## config.mk

```make
export PLATFORM = sky130hd
export DESIGN_NAME = registo_digitos
export DESIGN_NICKNAME = d
export VERILOG_FILES = /design/src/rtl/registo_pkg.sv /design/src/rtl/valida_bcd.sv /design/src/rtl/registo_digitos.sv
export SDC_FILE = /design/constraint.sdc
export NUM_CORES = 1
export LEC_CHECK = 0
export ABC_AREA = 1
export CORE_ASPECT_RATIO = 1.4
export CORE_UTILIZATION = 51
export CTS_CLUSTER_DIAMETER = 100
export CTS_CLUSTER_SIZE = 20
export DETAILED_ROUTE_END_ITERATION = 10
export PLACE_DENSITY = 0.83
export SLEW_MARGIN = 30
export SYNTH_ARGS = -nofsm -noshare
export SYNTH_HDL_FRONTEND = slang
export SYNTH_SLANG_ARGS = --single-unit
```

## constraint.sdc

```tcl
create_clock -name clk -period 3.1 [get_ports clk]
set_input_delay 0.62 -clock clk [delete_from_list [all_inputs] [get_ports clk]]
set_output_delay 0.62 -clock clk [all_outputs]
set_load 0.05 [all_outputs]
```

## src/rtl/registo_pkg.sv

```systemverilog
// Shared definitions for the six-digit input register: FSM states and sizing constants.
// Optional BCD validation is selected with the BCD_CHECK_EN macro.
package registo_pkg;

  localparam int NUM_DIG = 6;
  localparam int BCD_MAX = 9;

  typedef enum logic [1:0] {
    VAZIO   = 2'd0,
    CARREGA = 2'd1,
    CHEIO   = 2'd2
  } estado_t;

endpackage

```

## src/rtl/valida_bcd.sv

```systemverilog
// Combinational digit check: ok is high when dig_in is a legal BCD digit (0..BCD_MAX).
// Only compiled and instantiated when BCD_CHECK_EN is defined.
`ifdef BCD_CHECK_EN
module valida_bcd #(
  parameter int DIG_W = 4
) (
  input  logic [DIG_W-1:0] dig_in,
  output logic             ok
);
  import registo_pkg::*;

  // Widen both sides so narrow digit widths never truncate the limit.
  assign ok = (32'(dig_in) <= 32'(BCD_MAX));

endmodule
`endif

```

## src/rtl/registo_digitos.sv

```systemverilog
// Collects six digits in fixed order m0..m5 and holds them until downstream consumes the set.
// Macro BCD_CHECK_EN enables rejection of non-BCD digits with a one-cycle erro pulse.
module registo_digitos #(
  parameter int DIG_W = 4
) (
  input  logic             clk,
  input  logic             rst_n,
  input  logic [DIG_W-1:0] dig_in,
  input  logic             dig_valid,
  output logic             dig_ready,
  input  logic             limpar,
  input  logic             consumir,
  output logic [DIG_W-1:0] m0,
  output logic [DIG_W-1:0] m1,
  output logic [DIG_W-1:0] m2,
  output logic [DIG_W-1:0] m3,
  output logic [DIG_W-1:0] m4,
  output logic [DIG_W-1:0] m5,
  output logic             pronto,
  output logic [2:0]       contagem,
  output logic             erro
);
  import registo_pkg::*;

  estado_t          state;
  logic [2:0]       cnt;
  logic [DIG_W-1:0] m [NUM_DIG];
  logic             pronto_q;
  logic             digit_ok;
  logic             accept;
  logic             last;

  assign dig_ready = (state != CHEIO);
  assign accept    = dig_valid && dig_ready && digit_ok;
  assign last      = (cnt == 3'(NUM_DIG - 1));

`ifdef BCD_CHECK_EN
  logic erro_q;

  valida_bcd #(.DIG_W(DIG_W)) u_valida (
    .dig_in (dig_in),
    .ok     (digit_ok)
  );

  // A clear in the same cycle drops the digit silently, so no error is flagged.
  always_ff @(posedge clk or negedge rst_n) begin
    if (!rst_n)
      erro_q <= 1'b0;
    else
      erro_q <= !limpar && dig_valid && dig_ready && !digit_ok;
  end

  assign erro = erro_q;
`else
  assign digit_ok = 1'b1;
  assign erro     = 1'b0;
`endif

  // Clear beats accept and consumir; consuming only rewinds the count, old digits linger.
  always_ff @(posedge clk or negedge rst_n) begin
    if (!rst_n) begin
      state    <= VAZIO;
      cnt      <= 3'd0;
      pronto_q <= 1'b0;
      for (int i = 0; i < NUM_DIG; i++) m[i] <= '0;
    end else if (limpar) begin
      state    <= VAZIO;
      cnt      <= 3'd0;
      pronto_q <= 1'b0;
      for (int i = 0; i < NUM_DIG; i++) m[i] <= '0;
    end else if (accept) begin
      for (int i = 0; i < NUM_DIG; i++)
        if (cnt == 3'(i)) m[i] <= dig_in;
      cnt <= cnt + 3'd1;
      if (last) begin
        state    <= CHEIO;
        pronto_q <= 1'b1;
      end else begin
        state <= CARREGA;
      end
    end else if (state == CHEIO && consumir) begin
      state    <= VAZIO;
      cnt      <= 3'd0;
      pronto_q <= 1'b0;
    end
  end

  assign pronto   = pronto_q;
  assign contagem = cnt;
  assign m0 = m[0];
  assign m1 = m[1];
  assign m2 = m[2];
  assign m3 = m[3];
  assign m4 = m[4];
  assign m5 = m[5];

endmodule

```

After elaboration in Yosys (flattened, before gate mapping) --
Index checks and enable logic that the tools add are counted.
Storage, ports and cells: output and inout port bits 30, bits in registers 30
Operators by class: muxes and demuxes 19, $add $sub $neg 1, reductions and logical operators 18, equal/unequal tests 8
Operators by type and width (count):
- 24-bit 2-to-1 mux | 2
- 4-bit 2-to-1 mux | 6
- 2-bit AND reduction | 7
- 2-bit nonzero test | 7
- 3-bit 2-to-1 mux | 3
- 2-bit 2-to-1 mux | 4
- 3-bit by 2-bit == test with 1-bit output (second input constant) | 2
- 3-bit == test (second input constant) | 2
- 1-bit 2-to-1 mux | 4
- 3-bit by 1-bit adder with 3-bit output (second input constant) | 1
- 3-bit by 1-bit == test with 1-bit output (second input constant) | 1
- 3-bit zero test | 1
- 3-bit by 2-bit != test with 1-bit output (second input constant) | 1
- 3-bit nonzero test | 1
- 2-bit == test (second input constant) | 1
- 1-bit logical AND | 2
- 2-bit != test (second input constant) | 1

Longest topological paths before layout --
Gate-level depths: netlist of the first run.
depth after elaboration 5, depth in mapped cells 7, depth with buffers taken out 7

Least setup slack after synthesis of the first run --
OpenSTA, ideal clock, no wires.
kind reg-to-reg, start point register cnt[0], in the netlist contagem[0], end point register m, in the netlist m0[0], cell stages (with the launch flop) 8, path slack 1.601 ns, data arrival time 1.379 ns, required time 2.980 ns, cells stage by stage dfrtp_1 > inv_1 > ha_1 > inv_1 > nor2_2 > nand3_1 > nand3_1 > nand2_1
On the way: word-level cells in the longest chain between the ends 3
Ends and longest elaborated chain:
- start, declared | line registo_digitos.sv:26 | logic [2:0] cnt;
- start signal, assigned | line registo_digitos.sv:74 | cnt <= cnt + 3'd1;
- 3-bit zero test | line registo_digitos.sv:73 | if (cnt == 3'(i)) m[i] <= dig_in;
- 2-bit nonzero test (no line)
- 2-bit AND reduction (no line)
- end signal, assigned by index | line registo_digitos.sv:73
- end, declared | line registo_digitos.sv:27 | logic [DIG_W-1:0] m [NUM_DIG];
No other way between the ends. A chain may end at the register's enable or synchronous reset.

Worst setup path after layout of the first run --
start point register cnt[2], in the netlist contagem[2], end point output contagem[2]
RTL lines:
- end, declared | line registo_digitos.sv:20 | output logic [2:0] contagem,
No word-level cell between the ends.

==> impl.org, run 1 <==
** Status
- The run finished with clean final reports.

** Floorplanning
- Area enclosed by the die boundary :: approximately 3000 sq um
- Num rows :: 22
- Height of the die :: between 60 and 70 um
- DIE WIDTH :: ~47 um
- During I/O placement, the number of pins put on the boundary was 39.
- The initial utilization of the core area, before any placement, comes to between 50% and 60%.
- In this run the standard cell core region covers ~2600 sq um.

** Synth
- Synthesis instantiated 18 different standard cells from the library.
- Seq/Total Area, Yosys :: around 52%
- After synthesis the cells add up to 1440 sq um.
- Syn nets :: around 180
- Average size of a mapped cell :: between 8 and 9 sq um
- During synthesis, Yosys emitted a total of 0 warnings.
- Flip-flop and latch count after synthesis :: 30
- Post-synthesis instance total :: approximately 170

** STA
- In this run the tightest slew margin relative to its limit is 60.4%.
- PnR worst setup slack :: 0.749 ns
- Setup repair after global routing left no endpoint under its margin.
- Hold Fails Final Rpt :: 0
- Max Slew Vio Count :: 0
- For the pin with the worst max-slew slack, the measured transition is 0.593 ns.
- Final worst path period need :: 2.35 ns
- Peak clock frequency supported by timing :: approximately 0.43 GHz
- Final clock period utilization by the worst path :: about three quarters
- Adding up every negative setup slack in the final design gives 0 ns.
- Count of endpoints failing setup in the final report :: 0
- Across the routed clock network, the largest skew measured is 0.00592 ns.

** Clock network
- No sink is reached through more buffers than the 2 on the longest clock path.
- Worst-skew pair later-pin latency :: roughly 0.33 ns
- Maximum level of the CTS H-tree :: 2
- Clock transition time at the flip-flop clock pins of the worst setup and hold paths :: ~0.090 ns
- Post-CTS timing repair inserted 0 buffers for setup.
- The clock drives 30 sinks.
- # resized after CTS :: 0
- CTS Buf Count :: 5
- TritonCTS built the clock tree.
- The tree is rooted in a sky130_fd_sc_hd__clkbuf_4.
- Hold Buf Count CTS :: 0

** Route
- Final WL :: between 3 and 4 mm
- The routed layout has ~1300 vias.
- 1st-iter DRT viols :: between 50 and 60
- Using the TritonRoute via totals, the vias-per-cell ratio works out to approximately 5.3.
- For this run, design rule violations remaining after detail routing come to 0.
- Routed length per placed instance :: roughly 14 um
- The pre-antenna-repair detailed-routing pass consisted of 4 iterations.
- The count of nets left with antenna violations once routing finished came out at 0.

** Global route
- Via count of the first global-routing pass :: approximately 1400
- The number of antenna violations at the first check in global routing was 0.
- Across every metal layer, demand over resource in global routing totals 26.8%.
- Total gr overflow :: 0
- Wire length of the first global-routing pass :: 5.82 mm
- Entering global routing, the biggest net connects 31 pins.

** Final layout
- The number of antenna diodes in the final layout is 0.
- Post-synthesis to final-layout area growth :: 31.3%
- Commonest cells after routing, fill and taps aside :: 51 x sky130_fd_sc_hd__nand3_1, 41 x sky130_fd_sc_hd__nand2_1, 37 x sky130_fd_sc_hd__clkdlybuf4s50_1
- For this run, the share of the core covered by cells in the final layout is approximately 72%.
- The post-route netlist has 8.57% of its cells at a drive strength greater than 1.
- Final-stage net count :: 223
- Leading cell type in the layout, fill and taps excluded :: sky130_fd_sc_hd__nand3_1
- The finished layout holds between 200 and 250 standard cells, fillers aside.

** Critical path
- Broken down by cell family, the worst path's largest delay share belongs to buffers and inverters.
- The worst setup path is captured at an output port.
- For this design, the slowest cell found on the critical path is sky130_fd_sc_hd__clkdlybuf4s50_1.
- STA classifies the critical path startpoint as a flop.
- The critical path in this run is classified as flop to output port.
- Data arrival time at the worst-slack endpoint :: 1.73 ns
- Delay of the slowest cell on the worst path :: about 0.87 ns
- Data on the critical path is required at its endpoint by around 2.5 ns.
- Crit path max fanout :: 8
- Together, buffers and inverters on the worst path number 1.
- The signal on the critical path passes through clkdlybuf4s50_1.

** Pwr
- Power spread over the standard cell area amounts to ~430 nW/um^2.
- VDD sags by at most 314 uV.
- The analysis attributes to cell leakage a power of ~0.99 nW.

** Place
- Including well taps, the total number of placed cells is around 240.
- Timing analysis after detailed placement gives a worst setup slack of approximately 0.97 ns.
- The congestion estimate from routability-driven global placement came to about 0.86.
- Port buffering added 37 buffers.
- Sum of net half-perimeters after detailed placement :: about 2.6 mm

** Flow run
- # Max-Cap Violations :: 0

** Worst hold path
- The worst hold path belongs to the class flop to flop.
## cell type report
class                      count  area, sq um
clock buffer                   7         55.1
clock inverter                 1         5.00
fill                         218          748
inverter                      18         72.6
multi-input combinational    115          581
sequential                    30          751
tap                           36         45.0
timing repair buffer          39          385
## synthesized netlist by cell type
| library cell | count | area, sq um |
|---|---|---|
| sky130_fd_sc_hd__nand2_1 | 41 | 154 |
| sky130_fd_sc_hd__nor2_1 | 5 | 18.8 |
| sky130_fd_sc_hd__inv_2 | 2 | 7.51 |
| sky130_fd_sc_hd__dfrtp_1 | 30 | 751 |
| sky130_fd_sc_hd__buf_4 | 1 | 7.51 |
| sky130_fd_sc_hd__ha_1 | 5 | 62.6 |
| sky130_fd_sc_hd__inv_1 | 15 | 56.3 |
| sky130_fd_sc_hd__o21ai_0 | 1 | 5.00 |
| sky130_fd_sc_hd__conb_1 | 1 | 3.75 |
| sky130_fd_sc_hd__nand2_4 | 2 | 22.5 |
| sky130_fd_sc_hd__nand3_2 | 1 | 10.0 |
| sky130_fd_sc_hd__a21oi_1 | 1 | 5.00 |
| sky130_fd_sc_hd__buf_2 | 4 | 20.0 |
| sky130_fd_sc_hd__nand4_1 | 4 | 25.0 |
| sky130_fd_sc_hd__nor2_2 | 3 | 18.8 |
| sky130_fd_sc_hd__buf_6 | 1 | 11.3 |
| sky130_fd_sc_hd__nand3_1 | 51 | 255 |
| sky130_fd_sc_hd__inv_6 | 1 | 8.76 |
## per-layer routing
metal  vias up  global-route usage (%)  part of all wire (%)
met2        52                    43.4                    53
li1        627                       -                     -
met1       622                    30.4                    38
met3        14                    7.24                   6.2
met5         -                       0                     0
met4         0                    14.6                   2.8
## cells by family (layout without fill, tap and decap cells)
| group | Yosys count | in the layout | share of synthesized area, % |
|---|---|---|---|
| DFF | 30 | 30 | 52.0 |
| and+or+nand+nor | 107 | 107 | 35.0 |
| other | 1 | 1 | 0.260 |
| buffers and inverters | 24 | 65 | 7.72 |
| AOI/OAI and AO/OA | 2 | 2 | 0.693 |
| adders and majority gates | 5 | 5 | 4.34 |
## metrics by stage
stage / hold slack, ns / instance area (sq um) / total power [W]
global route: 0.538 / 1890 / 0.000857
floorplan: 0.324 / 1440 / 0.000526
detailed placement: 0.490 / 1830 / 0.000586
global placement: 0.491 / 1830 / 0.000581
finish: 0.508 / 1890 / 0.000822
CTS: 0.512 / 1890 / 0.000826
## state kept, by name, indices dropped and copies added (netlist names)
name / cells
m0: 4
m2: 4
pronto: 1
state: 2
contagem: 3
m1: 4
m4: 4
m5: 4
m3: 4
## final timing paths
check                                 start          end  slack (ns)  cells after the start
worst max-delay path            contagem[2]  contagem[2]        0.75                      1
worst min-delay path                  m3[3]        m3[3]        0.51                      2
worst max register to register  contagem[0]        m0[3]        1.66                      7
worst min register to register        m3[3]        m3[3]        0.51                      2
max in group asynchronous             rst_n        m5[2]        2.16                      2
min in group asynchronous             rst_n        m2[3]        0.66                      2
## where the power goes
| part | internal (W) | switching, W | leakage [nW] |
|---|---|---|---|
| Clock | 0.000110 | 0.000134 | 0.0353 |
| Combinational | 0.0000493 | 0.000112 | 0.549 |
| Sequential | 0.000406 | 0.0000118 | 0.410 |
Note: power is estimated with default switching activity, not from simulation.
==> inputs of run 2 (changes only) <==
CORE_UTILIZATION = 47   (was 51)
PLACE_DENSITY = 0.77   (was 0.83)
clock period = 2.2 ns   (was 3.1 ns; I/O delays follow)
==> run 2 against run 1 <==
Effect of this change: clock-buffer cell count unchanged; register-to-register slack lost 0.86 ns; global-route usage down 1.6 points; clock power is 87% higher; largest cell class unchanged; largest power group unchanged.
==> impl.org, run 2 (same netlist as run 1, synthesis figures left out) <==
** Status
- Run status :: complete, no violations

** Floorplanning
- The die outline width was 48.8 um (+4.0%).
- Area enclosed by the die boundary :: 3300 sq um (+8.2%)
- Initial cell density of the core :: 50.1% (-4.5 points)
- The vertical die dimension came to 67.6 um (+4.0%).
- The floorplan row count was 23 (+4.5%).
- The number of top-level pins came to 39 (unchanged).
- The core footprint was 2880 sq um (+8.9%).

** Global route
- Total gr overflow :: 0 (unchanged)
- The maximum number of pins on one net before global-route repair came to 31 (unchanged).
- The number of global-route vias before repair was 1305 (-3.9%).
- GRT Util Overall :: 25.1% (-1.6 points)
- The number of antenna violations at the first check in global routing came to 0 (unchanged).
- The first-pass GRT wire length was 5.92 mm (+1.8%).

** STA
- The worst slew slack as a fraction of its limit came to 63.0% (+2.5 points).
- Worst hold-check slack :: 0.500 ns (-0.00810 ns)
- The worst path in the final design needs a cycle of 2.10 ns, including I/O delays and setup.
- The final hold violation count is 0 (unchanged).
- Worst Tran Pin Value :: 0.553 ns (-0.0396 ns)
- The number of max-slew violations in the final report came to 0 (unchanged).
- Worst Clk Skew :: 0.00222 ns (-0.00370 ns)
- Total negative slack for setup checks :: 0 ns (unchanged)
- Final clock period utilization by the worst path :: around 96%
- Based on the critical path, the design can be clocked at up to 0.475 GHz.
- Setup repair after global routing left no endpoint under its margin.
- Count of endpoints failing setup in the final report :: 0 (unchanged)

** Critical path
- The path depth of the worst reg2reg path came to 7 (unchanged).
- The arrival time reported for the critical path endpoint came to 1.66 ns (-0.07 ns).
- Classification of the worst setup path :: flop to output port
- The delay of the slowest cell on the worst path came to 0.82 ns (-0.05 ns).
- The data required time at the worst endpoint is 1.76 ns (-0.72 ns).
- Among all stages on the critical path, the largest delay is contributed by sky130_fd_sc_hd__clkdlybuf4s50_1.
- Traced cell by cell, the critical path runs through nand2_4 > clkdlybuf4s50_1.
- The peak fanout along the critical path was 8 (unchanged).
- STA classifies the critical path startpoint as a flop.
- Crit path capture type :: output port

** Worst hold path
- Hold Crit Depth :: 2 (unchanged)
- Type of the most critical hold path :: flop to flop

** Route
- Final WL :: 3.46 mm (+0.64%)
- Routed length per placed instance :: 13.9 um (-0.17%)
- Antenna violation net count after detailed routing :: 0 (unchanged)
- The vias per cell was 5.25 (-1.8%).
- The number of iterations in the first detailed-routing pass was 4 (unchanged).
- The violation count after the first detailed-route iteration came to 54 (+5.9%).
- Via count :: 1302 (-0.99%)
- The DRC violations left is 0 (unchanged).

** Final layout
- Footprint of the flip-flops and latches :: 751 sq um (unchanged)
- The number of diodes added for antenna fixing came to 0 (unchanged).
- FILL cells :: 243 (+11%)
- Leading cell type in the layout, fill and taps excluded :: sky130_fd_sc_hd__nand3_1
- In the layout the commonest cells are 51 x sky130_fd_sc_hd__nand3_1, 41 x sky130_fd_sc_hd__nand2_1, 37 x sky130_fd_sc_hd__clkdlybuf4s50_1.
- Fraction of layout instances using a drive strength above 1 :: 9.00% (+0.43 points)
- Post-synthesis to final-layout area growth :: 34.1%
- Final-stage net count :: 224 (+0.45%)
- The multi-input logic area was 581 sq um (unchanged).
- The area of all placed cells without fillers came to 1930 sq um (+2.1%).
- Non-filler instance count after layout :: 248 (+0.81%)

** Clock network
- Worst-skew pair later-pin latency :: 0.28 ns (-0.05 ns)
- TritonCTS built the clock tree.
- CTS Buf Count :: 5 (unchanged)
- The clock transition time at the flip-flop clock pins of the worst setup and hold paths was 0.06 ns (-0.03 ns).
- The total of cells resized after clock tree synthesis is 0 (unchanged).
- The H-tree depth reported by CTS came to 2 (unchanged).
- The number of clock sinks seen by CTS came to 30 (unchanged).
- The number of hold-repair buffers added at the cts stage was 0 (unchanged).
- Max clock buf depth :: 2 (unchanged)
- Root Buffer :: sky130_fd_sc_hd__clkbuf_8
- The total setup buffers inserted after CTS came to 0 (unchanged).

** Place
- The number of I/O port buffers is 37 (unchanged).
- The placer congestion estimate is 0.827 (-3.7%).
- The half-perimeter wire length of the detailed placement result came to 2.52 mm (-1.1%).
- The post-detailed-placement cell area was 1840 sq um (+0.48%).
- The number of cells in the design after placement was 240 (+0.84%).

** Pwr
- Maximum ir drop on the vdd rail :: 726 uV (+130%)
- LEAKAGE :: 1.01 nW (+1.8%)
- Power density cells :: 657 nW/um^2 (+52%)
- The post-route total power came to 0.00127 W (+55%).

** Flow run
- The number of max-cap violations was 0 (unchanged).
run 2: changes by cell type in the layout (fill, tap and decap cells not counted):
cell | before | now
sky130_fd_sc_hd__buf_4 | 2 | 3
sky130_fd_sc_hd__clkbuf_4 | 5 | 0
sky130_fd_sc_hd__clkbuf_8 | 1 | 6
run 2: cell type report:
type | instances | area share [%]
Sequential cell | 30 | 38.8
Multi-Input combinational cell | 115 | 30.0
Timing Repair Buffer | 40 | 20.3
Clock buffer | 7 | 4.46
Inverter | 18 | 3.75
Tap cell | 37 | 2.39
Clock inverter | 1 | 0.259
run 2: through the flow:
stage          utilization [%]  setup slack [ns]
6_report                  67.2            0.0956
2_1_floorplan                -             0.701
3_5_place_dp              64.0             0.405
5_1_grt                   67.2            0.0427
3_3_place_gp              64.0             0.417
4_1_cts                   67.2            0.0848
run 2: per-layer routing:
layer  vias to the layer above  global-route usage (%)  part of all wire [%]  wire length, um
met1                       605                    25.8                    39             1340
met5                         -                       0                     0                0
li1                        631                       -                     -                -
met4                         0                    14.3                   2.7               94
met3                         8                    6.98                   5.8              201
met2                        58                    46.0                    53             1820
run 2: final timing paths:
check / start / endpoint / slack, ns
max: state[1] / dig_ready / 0.1
min: m3[1] / m3[1] / 0.50
max reg2reg: contagem[0] / m0[2] / 0.80
min reg2reg: m3[1] / m3[1] / 0.50
max in group asynchronous: rst_n / state[1] / 1.38
min in group asynchronous: rst_n / m4[1] / 0.55
run 2: critical path, delay by kind of cell, from the launching register on:
family / cells / cell delay, ns
buffers and inverters: 1 / 0.82
flip-flops: 1 / 0.42
AND/OR/NAND/NOR: 1 / 0.15
run 2: where the power goes:
group	switching [W]	leakage, nW	internal (W)	total, W
Combinational	0.000158	0.553	0.0000708	0.000228
Sequential	0.0000151	0.410	0.000572	0.000588
Clock	0.000204	0.0482	0.000252	0.000455
==> inputs of run 3 (changes only) <==
HOLD_SLACK_MARGIN = 0.08   (was not set)
SKIP_LAST_GASP = 1   (was not set)
==> results of run 3 <==
Same layout as run 2: the final DEF is identical, and so are final timing and power.
